==> src/rtl/risc_reg_dump.sv <==
// Post-halt register-file dump engine: waits for a halt instruction,
// lets the core settle, then streams every register out over valid/ready.
//
// Ports:
//   clk, rst_n           clock, async active-low reset
//   instr                core instruction word, watched for HALT_OPCODE
//   dbg_pc_low           core PC, captured into halt_pc on halt
//   rf_raddr / rf_rdata  register-file read port (rdata sampled at the
//                        end of the READ cycle)
//   dump_valid/ready     output word handshake
//   dump_idx/dump_data   register index and value of the dump word
//   halt_pc              PC captured at halt detection
//   busy                 dump in progress
//   done                 dump finished; sticky until reset
module risc_reg_dump #(
  parameter int              DATA_W      = 32,
  parameter int              ADDR_W      = 12,
  parameter int              NUM_REGS    = 256,
  parameter int              RA_W        = 8,
  parameter int              SETTLE_CYC  = 10,
  parameter logic [DATA_W-1:0] HALT_OPCODE = 32'hFFFFFFFF
) (
  input  logic              clk,
  input  logic              rst_n,
  input  logic [DATA_W-1:0] instr,
  input  logic [ADDR_W-1:0] dbg_pc_low,
  output logic [RA_W-1:0]   rf_raddr,
  input  logic [DATA_W-1:0] rf_rdata,
  output logic              dump_valid,
  input  logic              dump_ready,
  output logic [RA_W-1:0]   dump_idx,
  output logic [DATA_W-1:0] dump_data,
  output logic [ADDR_W-1:0] halt_pc,
  output logic              busy,
  output logic              done
);

  localparam int CNT_W =
    (SETTLE_CYC > 1) ? $clog2(SETTLE_CYC) : 1;

  localparam logic [CNT_W-1:0] CNT_INIT =
    CNT_W'(SETTLE_CYC - 1);

  localparam logic [RA_W-1:0] LAST_IDX =
    RA_W'(NUM_REGS - 1);

  typedef enum logic [2:0] {
    S_IDLE,
    S_SETTLE,
    S_READ,
    S_SEND,
    S_DONE
  } state_t;

  state_t              r_state;
  state_t              w_state_nxt;
  logic [CNT_W-1:0]    r_cnt;
  logic [CNT_W-1:0]    w_cnt_nxt;
  logic [RA_W-1:0]     r_idx;
  logic [RA_W-1:0]     w_idx_nxt;
  logic                r_valid;
  logic                w_valid_nxt;
  logic [RA_W-1:0]     r_didx;
  logic [RA_W-1:0]     w_didx_nxt;
  logic [DATA_W-1:0]   r_ddata;
  logic [DATA_W-1:0]   w_ddata_nxt;
  logic [ADDR_W-1:0]   r_hpc;
  logic [ADDR_W-1:0]   w_hpc_nxt;

  always_ff @(posedge clk or negedge rst_n) begin
    if (!rst_n) begin
      r_state <= S_IDLE;
      r_cnt   <= '0;
      r_idx   <= '0;
      r_valid <= 1'b0;
      r_didx  <= '0;
      r_ddata <= '0;
      r_hpc   <= '0;
    end else begin
      r_state <= w_state_nxt;
      r_cnt   <= w_cnt_nxt;
      r_idx   <= w_idx_nxt;
      r_valid <= w_valid_nxt;
      r_didx  <= w_didx_nxt;
      r_ddata <= w_ddata_nxt;
      r_hpc   <= w_hpc_nxt;
    end
  end

  always_comb begin
    w_state_nxt = r_state;
    w_cnt_nxt   = r_cnt;
    w_idx_nxt   = r_idx;
    w_valid_nxt = r_valid;
    w_didx_nxt  = r_didx;
    w_ddata_nxt = r_ddata;
    w_hpc_nxt   = r_hpc;
    unique case (r_state)
      S_IDLE: begin
        if (instr == HALT_OPCODE) begin
          w_hpc_nxt   = dbg_pc_low;
          w_cnt_nxt   = CNT_INIT;
          w_state_nxt = S_SETTLE;
        end
      end
      S_SETTLE: begin
        if (r_cnt == '0) begin
          w_idx_nxt   = '0;
          w_state_nxt = S_READ;
        end else begin
          w_cnt_nxt = r_cnt - CNT_W'(1);
        end
      end
      S_READ: begin
        // rf_raddr has shown r_idx for this whole cycle
        w_ddata_nxt = rf_rdata;
        w_didx_nxt  = r_idx;
        w_valid_nxt = 1'b1;
        w_state_nxt = S_SEND;
      end
      S_SEND: begin
        if (dump_ready) begin
          w_valid_nxt = 1'b0;
          if (r_idx == LAST_IDX) begin
            w_state_nxt = S_DONE;
          end else begin
            w_idx_nxt   = r_idx + RA_W'(1);
            w_state_nxt = S_READ;
          end
        end
      end
      S_DONE: begin
        // sticky until reset; halt ignored
      end
      default: begin
        w_state_nxt = S_IDLE;
      end
    endcase
  end

  assign rf_raddr   = r_idx;
  assign dump_valid = r_valid;
  assign dump_idx   = r_didx;
  assign dump_data  = r_ddata;
  assign halt_pc    = r_hpc;
  assign busy       = (r_state == S_SETTLE) ||
                      (r_state == S_READ)   ||
                      (r_state == S_SEND);
  assign done       = (r_state == S_DONE);

endmodule

==> config.mk <==
export PLATFORM = sky130hd
export DESIGN_NAME = risc_reg_dump
export DESIGN_NICKNAME = d
export VERILOG_FILES = /design/src/rtl/risc_reg_dump.sv
export SDC_FILE = /design/constraint.sdc
export NUM_CORES = 1
export LEC_CHECK = 0
export ABC_AREA = 0
export ABC_CLOCK_PERIOD_IN_PS = 1800
export CORE_ASPECT_RATIO = 0.7
export CORE_MARGIN = 2
export CORE_UTILIZATION = 35
export CTS_CLUSTER_SIZE = 16
export DETAILED_ROUTE_END_ITERATION = 10
export PLACE_DENSITY_LB_ADDON = 0.1
export SETUP_SLACK_MARGIN = 0.4
export SYNTH_ARGS = -nofsm -noshare
export SYNTH_HDL_FRONTEND = slang
export SYNTH_SLANG_ARGS = --single-unit
export TNS_END_PERCENT = 10
==> constraint.sdc <==
create_clock -name clk -period 1.8 [get_ports clk]
set_input_delay 0.27 -clock clk [delete_from_list [all_inputs] [get_ports clk]]
set_output_delay 0.27 -clock clk [all_outputs]
set_load 0.02 [all_outputs]
==> results of run 1 <==
[worst max-delay path: cells and delay by family (launching register included)]
family / cells / cell delay [ps]
and+or+nand+nor: 1 / 390
adders and majority gates: 1 / 130
AOI/OAI and AO/OA: 3 / 670
DFF: 1 / 390
buffers and inverters: 1 / 90
[registers in the layout, summed over array words and instances (netlist names)]
signal      flops
dump_valid      1
dump_data      32
dump_idx        8
r_cnt           4
halt_pc        12
r_state         3
rf_raddr        8
[cell families (layout without fill, tap and decap cells)]
group	after synthesis	count (layout)	synth area share [%]
mux	53	53	20.9
compound gates	28	28	6.61
flops	68	68	57.3
fa+ha+maj	3	3	1.26
simple gates	53	53	11.2
buf+inv	17	190	2.65
[metal layers]
layer / track usage (%) / vias to the layer above
met2: 23.5 / 100
li1: - / 1151
met4: 5.61 / 0
met1: 22.0 / 1144
met5: 0 / -
met3: 6.79 / 9
[cell type report]
class	count	share of cell area (%)
tap	105	2.55
multi-input combinational	137	24.5
sequential	68	33.1
inverter	8	0.583
clock inverter	1	0.0972
clock buffer	15	5.39
timing repair buffer	166	33.7
[worst min path at each step]
stage	cells after the start	endpoint
2_1_floorplan	0	dump_data[0]
3_3_place_gp	1	dump_data[22]
3_5_place_dp	1	dump_data[22]
4_1_cts	2	dump_data[22]
5_1_grt	2	dump_data[22]
6_report	2	dump_data[22]
[timing repair]
item / 4_1_cts / 5_1_grt
endpoints found under the hold margin: 33 / 0
pin swaps: 3 / 7
cloned: 0 / 1
setup buffers: 3 / 8
resized for setup: 26 / 51
hold buffers: 1 / 0
endpoints found under the setup margin: 129 / 129
[cells in the mapped netlist, drive strengths merged]
| master | instances |
|---|---|
| mux2i | 1 |
| a221o | 1 |
| a31oi | 3 |
| a221oi | 1 |
| a21o | 2 |
| nand2 | 8 |
| buf | 6 |
| or3 | 3 |
| nand4 | 10 |
| a21oi | 7 |
| or2 | 1 |
| nor4 | 2 |
| nor2 | 6 |
| a41oi | 1 |
| mux2 | 52 |
| a31o | 2 |
| or3b | 1 |
| ha | 3 |
| a21bo | 1 |
| inv | 8 |
| dfrtp | 68 |
| and2 | 1 |
| nor3 | 6 |
| clkbuf | 3 |
| o21ba | 1 |
| nand4b | 1 |
| nand2b | 3 |
| a311oi | 1 |
| and3 | 3 |
| nand3 | 7 |
| and2b | 1 |
| o21ai | 5 |
| o21bai | 1 |
| o311ai | 2 |
[stage by stage]
| step | total power, mW | util (%) | setup WS [ps] |
|---|---|---|---|
| global placement | 5.38 | 55.1 | -164 |
| CTS | 7.13 | 59.2 | 39.8 |
| detailed placement | 5.42 | 55.1 | -202 |
| global route | 7.50 | 61.7 | -35.5 |
| floorplan | 3.93 | - | 112 |
| finish | 7.09 | 61.7 | 18.8 |
[power breakdown]
| group | switching [mW] | internal [mW] |
|---|---|---|
| Sequential | 0.318 | 2.04 |
| Combinational | 1.41 | 1.68 |
| Clock | 0.599 | 1.04 |
==> results.py, run 1 <==
metrics = {
    "synth": {
        "ys_ff_latch": 68,
        "synthTopCellsByArea": "dfrtp_1 57%, mux2_2 17%, mux2_4 3.5%",
        "postSynthAreaPerCell_um2": 13.4,
        "netlist_instances": 222,
        "ys_seq_area_share_pct": 57.3,
        "synthDistinctLibCells": 40,
        "synth_largest_area_cell": "dfrtp_1",
        "synth_top_area_share_pct": 57.3,
        "yosys_warnings": 0,
        "syn_nets": 304,
        "syn_area_um2": 2970,
    },
    "layout": {
        "layout_common_cells": "102 x clkdlybuf4s50_1, 65 x dfrtp_1, 45 x mux2_2, 33 x dlymetal6s2s_1, 21 x buf_4",
        "multiInputGateArea_um2": 1260,
        "diodes": 0,
        "areaGrowthSynthToFinish_pct": 73.3,
        "final_nets": 472,
        "fillers": 699,
        "final_cell_area_um2": 5150,
        "drive_gt1_share_pct": 29.9,
        "fin_cells": 500,
        "final_common_cell": "clkdlybuf4s50_1",
        "ff_latch_area_um2": 1710,
    },
    "run": {
        "max_cap_violations": 0,
    },
    "detailed_routing": {
        "drt_iter0_drc": 87,
        "wl_met3_um": 681,
        "dr_total_vias": 2404,
        "routed_wl_mm": 7.75,
        "route.met2.wl_mm": 3.34,
        "antenna_left": 0,
        "first_pass_iters": 4,
        "top_layer_used": "met4",
        "via_per_inst": 4.81,
        "wl_per_cell_um": 15.5,
        "wl_met1_mm": 3.66,
        "drc": 0,
    },
    "sta": {
        "tns_ps": 0,
        "period_share_pct": 99.0,
        "period_needed_ps": 1780,
        "worst_pin_slew_ps": 510,
        "clock_skew_ps": 6.64,
        "maxSlewHeadroom_pct": 66.0,
        "finalHoldViolations": 0,
        "report.final.slew_viol_count": 0,
        "setup_viol": 0,
        "holdWs_ps": 456,
        "rsz0062_at_grt": "yes",
        "max_clock_freq_mhz": 561,
    },
    "setup_path": {
        "arrival_ps": 2000,
        "path_cells": "inv_2 -> ha_4 -> or3b_4 -> a21bo_4 -> a221o_1 -> a21o_1",
        "crit_path_start": "r_cnt[0]",
        "setup.worst_path.start_class": "register",
        "required_ps": 2020,
        "r2r-end": "rf_raddr[6]",
        "rrSetupSlack_ps": 20,
        "crit_type": "register to register",
        "cp_slowest_cell": "dfrtp_1",
        "cp-end-kind": "register",
        "critPathCapture": "rf_raddr[6]",
        "crit_fanout": 4,
        "reg2reg_from": "r_cnt[0]",
        "slowest_delay_ps": 390,
        "reg2reg_depth": 6,
    },
    "die": {
        "ios": 142,
        "start_util_pct": 35.6,
        "dieArea_um2": 9250,
        "core_um2": 8340,
        "die_y_um": 81.1,
        "num_rows": 28,
        "die_w_um": 114,
    },
    "global_routing": {
        "gr-total-overflow": 0,
        "grt_pass1_wl_mm": 11.6,
        "antenna_found_initial": 0,
        "grt_util_all_layers_pct": 16.2,
        "grt_max_degree": 38,
        "grt_pass1_vias": 2337,
    },
    "placement": {
        "place_congestion": 0.737,
        "place_hpwl_mm": 5.31,
        "placed_area_um2": 4600,
        "portBuffers": 141,
        "dp_cells": 471,
    },
    "clocking": {
        "clock_sink_count": 68,
        "cts_tree": "done",
        "clk_latency_ps": 330,
        "clk_pin_slew_ps": 50,
        "cts-root-buf": "clkbuf_16",
        "cts_made_buffers": 9,
        "clk_path_buf_depth": 2,
        "htreeDepth": 3,
    },
    "power_and_ir_drop": {
        "power_density_nw_per_um2": 1380,
        "vdd_drop_max_uv": 771,
        "cellLeakagePower_nw": 2.48,
    },
    "status": {
        "status": "finished clean",
    },
    "hold_path": {
        "hp-class": "primary input to async pin",
    },
}
Note: power is estimated with default switching activity, not from simulation.
==> run 2: changes to the inputs <==
--- a/config.mk
+++ b/config.mk
@@ -5,7 +5,6 @@
 export SDC_FILE = /design/constraint.sdc
 export NUM_CORES = 1
 export LEC_CHECK = 0
-export ABC_AREA = 0
 export ABC_CLOCK_PERIOD_IN_PS = 1800
 export CORE_ASPECT_RATIO = 0.7
 export CORE_MARGIN = 2
==> constraint.sdc (replaced) <==
create_clock -name clk -period 1.8 [get_ports clk]
set_input_delay 0.18 -clock clk [delete_from_list [all_inputs] [get_ports clk]]
set_output_delay 0.18 -clock clk [all_outputs]
set_load 0.02 [all_outputs]
==> results.py, run 2 (synthesis results as in run 1) <==
metrics = {
    "status": {
        "status": "finished clean",
    },
    "clocking": {
        "clock_sink_count": 68,
        "clk_pin_slew_ps": 60,
        "cts-root-buf": "clkbuf_16",
        "htreeDepth": 3,
        "clk_latency_ps": 320,
        "cts_made_buffers": 9,
        "clk_path_buf_depth": 2,
        "cts_tree": "done",
    },
    "die": {
        "die_w_um": 114,
        "num_rows": 28,
        "ios": 142,
        "die_y_um": 81.1,
        "dieArea_um2": 9250,
        "start_util_pct": 35.6,
        "core_um2": 8340,
    },
    "power_and_ir_drop": {
        "cellLeakagePower_nw": 3.35,
        "power.total_mw": 7.92,
        "power_density_nw_per_um2": 1410,
        "vdd_drop_max_uv": 822,
    },
    "setup_path": {
        "cp_num_buf_inv": 1,
        "arrival_ps": 1970,
        "rrSetupSlack_ps": 40,
        "cp-end-kind": "register",
        "r2r-end": "rf_raddr[6]",
        "crit_fanout": 4,
        "crit_family": "compound AO/OA/AOI/OAI gates",
        "slowest_delay_ps": 390,
        "setup.worst_path.start_class": "register",
        "path_cells": "inv_2 -> ha_4 -> or3b_4 -> a21bo_4 -> a221o_1 -> a21o_1",
        "cp_slowest_cell": "or3b_4",
        "crit_type": "register to register",
        "required_ps": 2010,
        "reg2reg_depth": 6,
        "reg2reg_from": "r_cnt[1]",
    },
    "placement": {
        "place_congestion": 0.743,
        "placed_area_um2": 4590,
        "dp_cells": 470,
        "portBuffers": 141,
        "place_hpwl_mm": 5.36,
        "pre_cts_slack_ps": -111,
    },
    "layout": {
        "layout_common_cells": "85 x dlymetal6s2s_1, 64 x dfrtp_1, 52 x clkdlybuf4s50_1, 51 x mux2_4, 19 x buf_4",
        "fin_cells": 506,
        "fin_util_pct": 67.3,
        "largest_reg_flops": 32,
        "multiInputGateArea_um2": 1470,
        "areaGrowthSynthToFinish_pct": 89.0,
        "drive_gt1_share_pct": 32.4,
        "final_common_cell": "dlymetal6s2s_1",
        "final_cell_area_um2": 5610,
        "ff_latch_area_um2": 1710,
        "final_nets": 478,
        "diodes": 0,
        "fillers": 618,
    },
    "detailed_routing": {
        "first_pass_iters": 4,
        "drc": 0,
        "drt_iter0_drc": 68,
        "dr_total_vias": 2473,
        "wl_per_cell_um": 17.0,
        "antenna_left": 0,
        "via_per_inst": 4.89,
        "routed_wl_mm": 8.58,
    },
    "sta": {
        "period_share_pct": 97.7,
        "holdWs_ps": 360,
        "period_needed_ps": 1760,
        "tns_ps": 0,
        "maxSlewHeadroom_pct": 65.5,
        "report.final.slew_viol_count": 0,
        "finalHoldViolations": 0,
        "clock_skew_ps": 7.03,
        "fin_ws_ps": 40.6,
        "setup_viol": 0,
        "worst_pin_slew_ps": 518,
        "rsz0062_at_grt": "yes",
        "max_clock_freq_mhz": 568,
    },
    "hold_path": {
        "hp-class": "primary input to async pin",
    },
    "run": {
        "max_cap_violations": 0,
    },
    "global_routing": {
        "grt_pass1_wl_mm": 12.1,
        "grt_max_degree": 38,
        "grt_pass1_vias": 2509,
        "antenna_found_initial": 0,
        "grt_util_all_layers_pct": 16.8,
        "gr-total-overflow": 0,
    },
}
[run 2: layout make-up]
cell class              instances  area share (%)
clock inverters                 5            1.05
clock buffers                  11            4.50
inverters                       8           0.580
repair buffers                172            35.0
flip-flops and latches         68            30.4
well taps                     105            2.34
multi-input cells             137            26.1
[run 2: timing repair]
item | 4_1_cts | 5_1_grt
gates resized for setup | 25 | 155
gates cloned | 0 | 3
hold buffers | 1 | 0
setup endpoints to repair | 129 | 129
hold endpoints to repair | 33 | 0
buffers inserted | 10 | 6
pin swaps | 5 | 18
[run 2: where the power goes]
part / internal (mW) / leakage [nW] / total [mW] / switching [mW]
clock network: 1.15 / 0.148 / 1.79 / 0.645
registers: 2.04 / 0.837 / 2.38 / 0.339
logic: 2.11 / 2.37 / 3.74 / 1.63
[run 2: per-layer routing]
| metal | GRT usage, % | routed length, um | part of all wire, % |
|---|---|---|---|
| met1 | 22.1 | 4090 | 48 |
| met2 | 26.4 | 3850 | 45 |
| met3 | 6.04 | 573 | 6.7 |
| met4 | 4.39 | 72 | 0.84 |
| met5 | 0 | 0 | 0 |
[run 2: worst max path at each step]
stage,slack (ps),to,startpoint,cells past startpoint
global route,-10,rf_raddr[6],r_cnt[1],6
floorplan,110,rf_raddr[6],r_cnt[0],6
finish,40,rf_raddr[6],r_cnt[1],6
detailed placement,-110,halt_pc[5],instr[15],6
global placement,-70,halt_pc[6],instr[15],6
CTS,50,rf_raddr[6],r_cnt[1],6
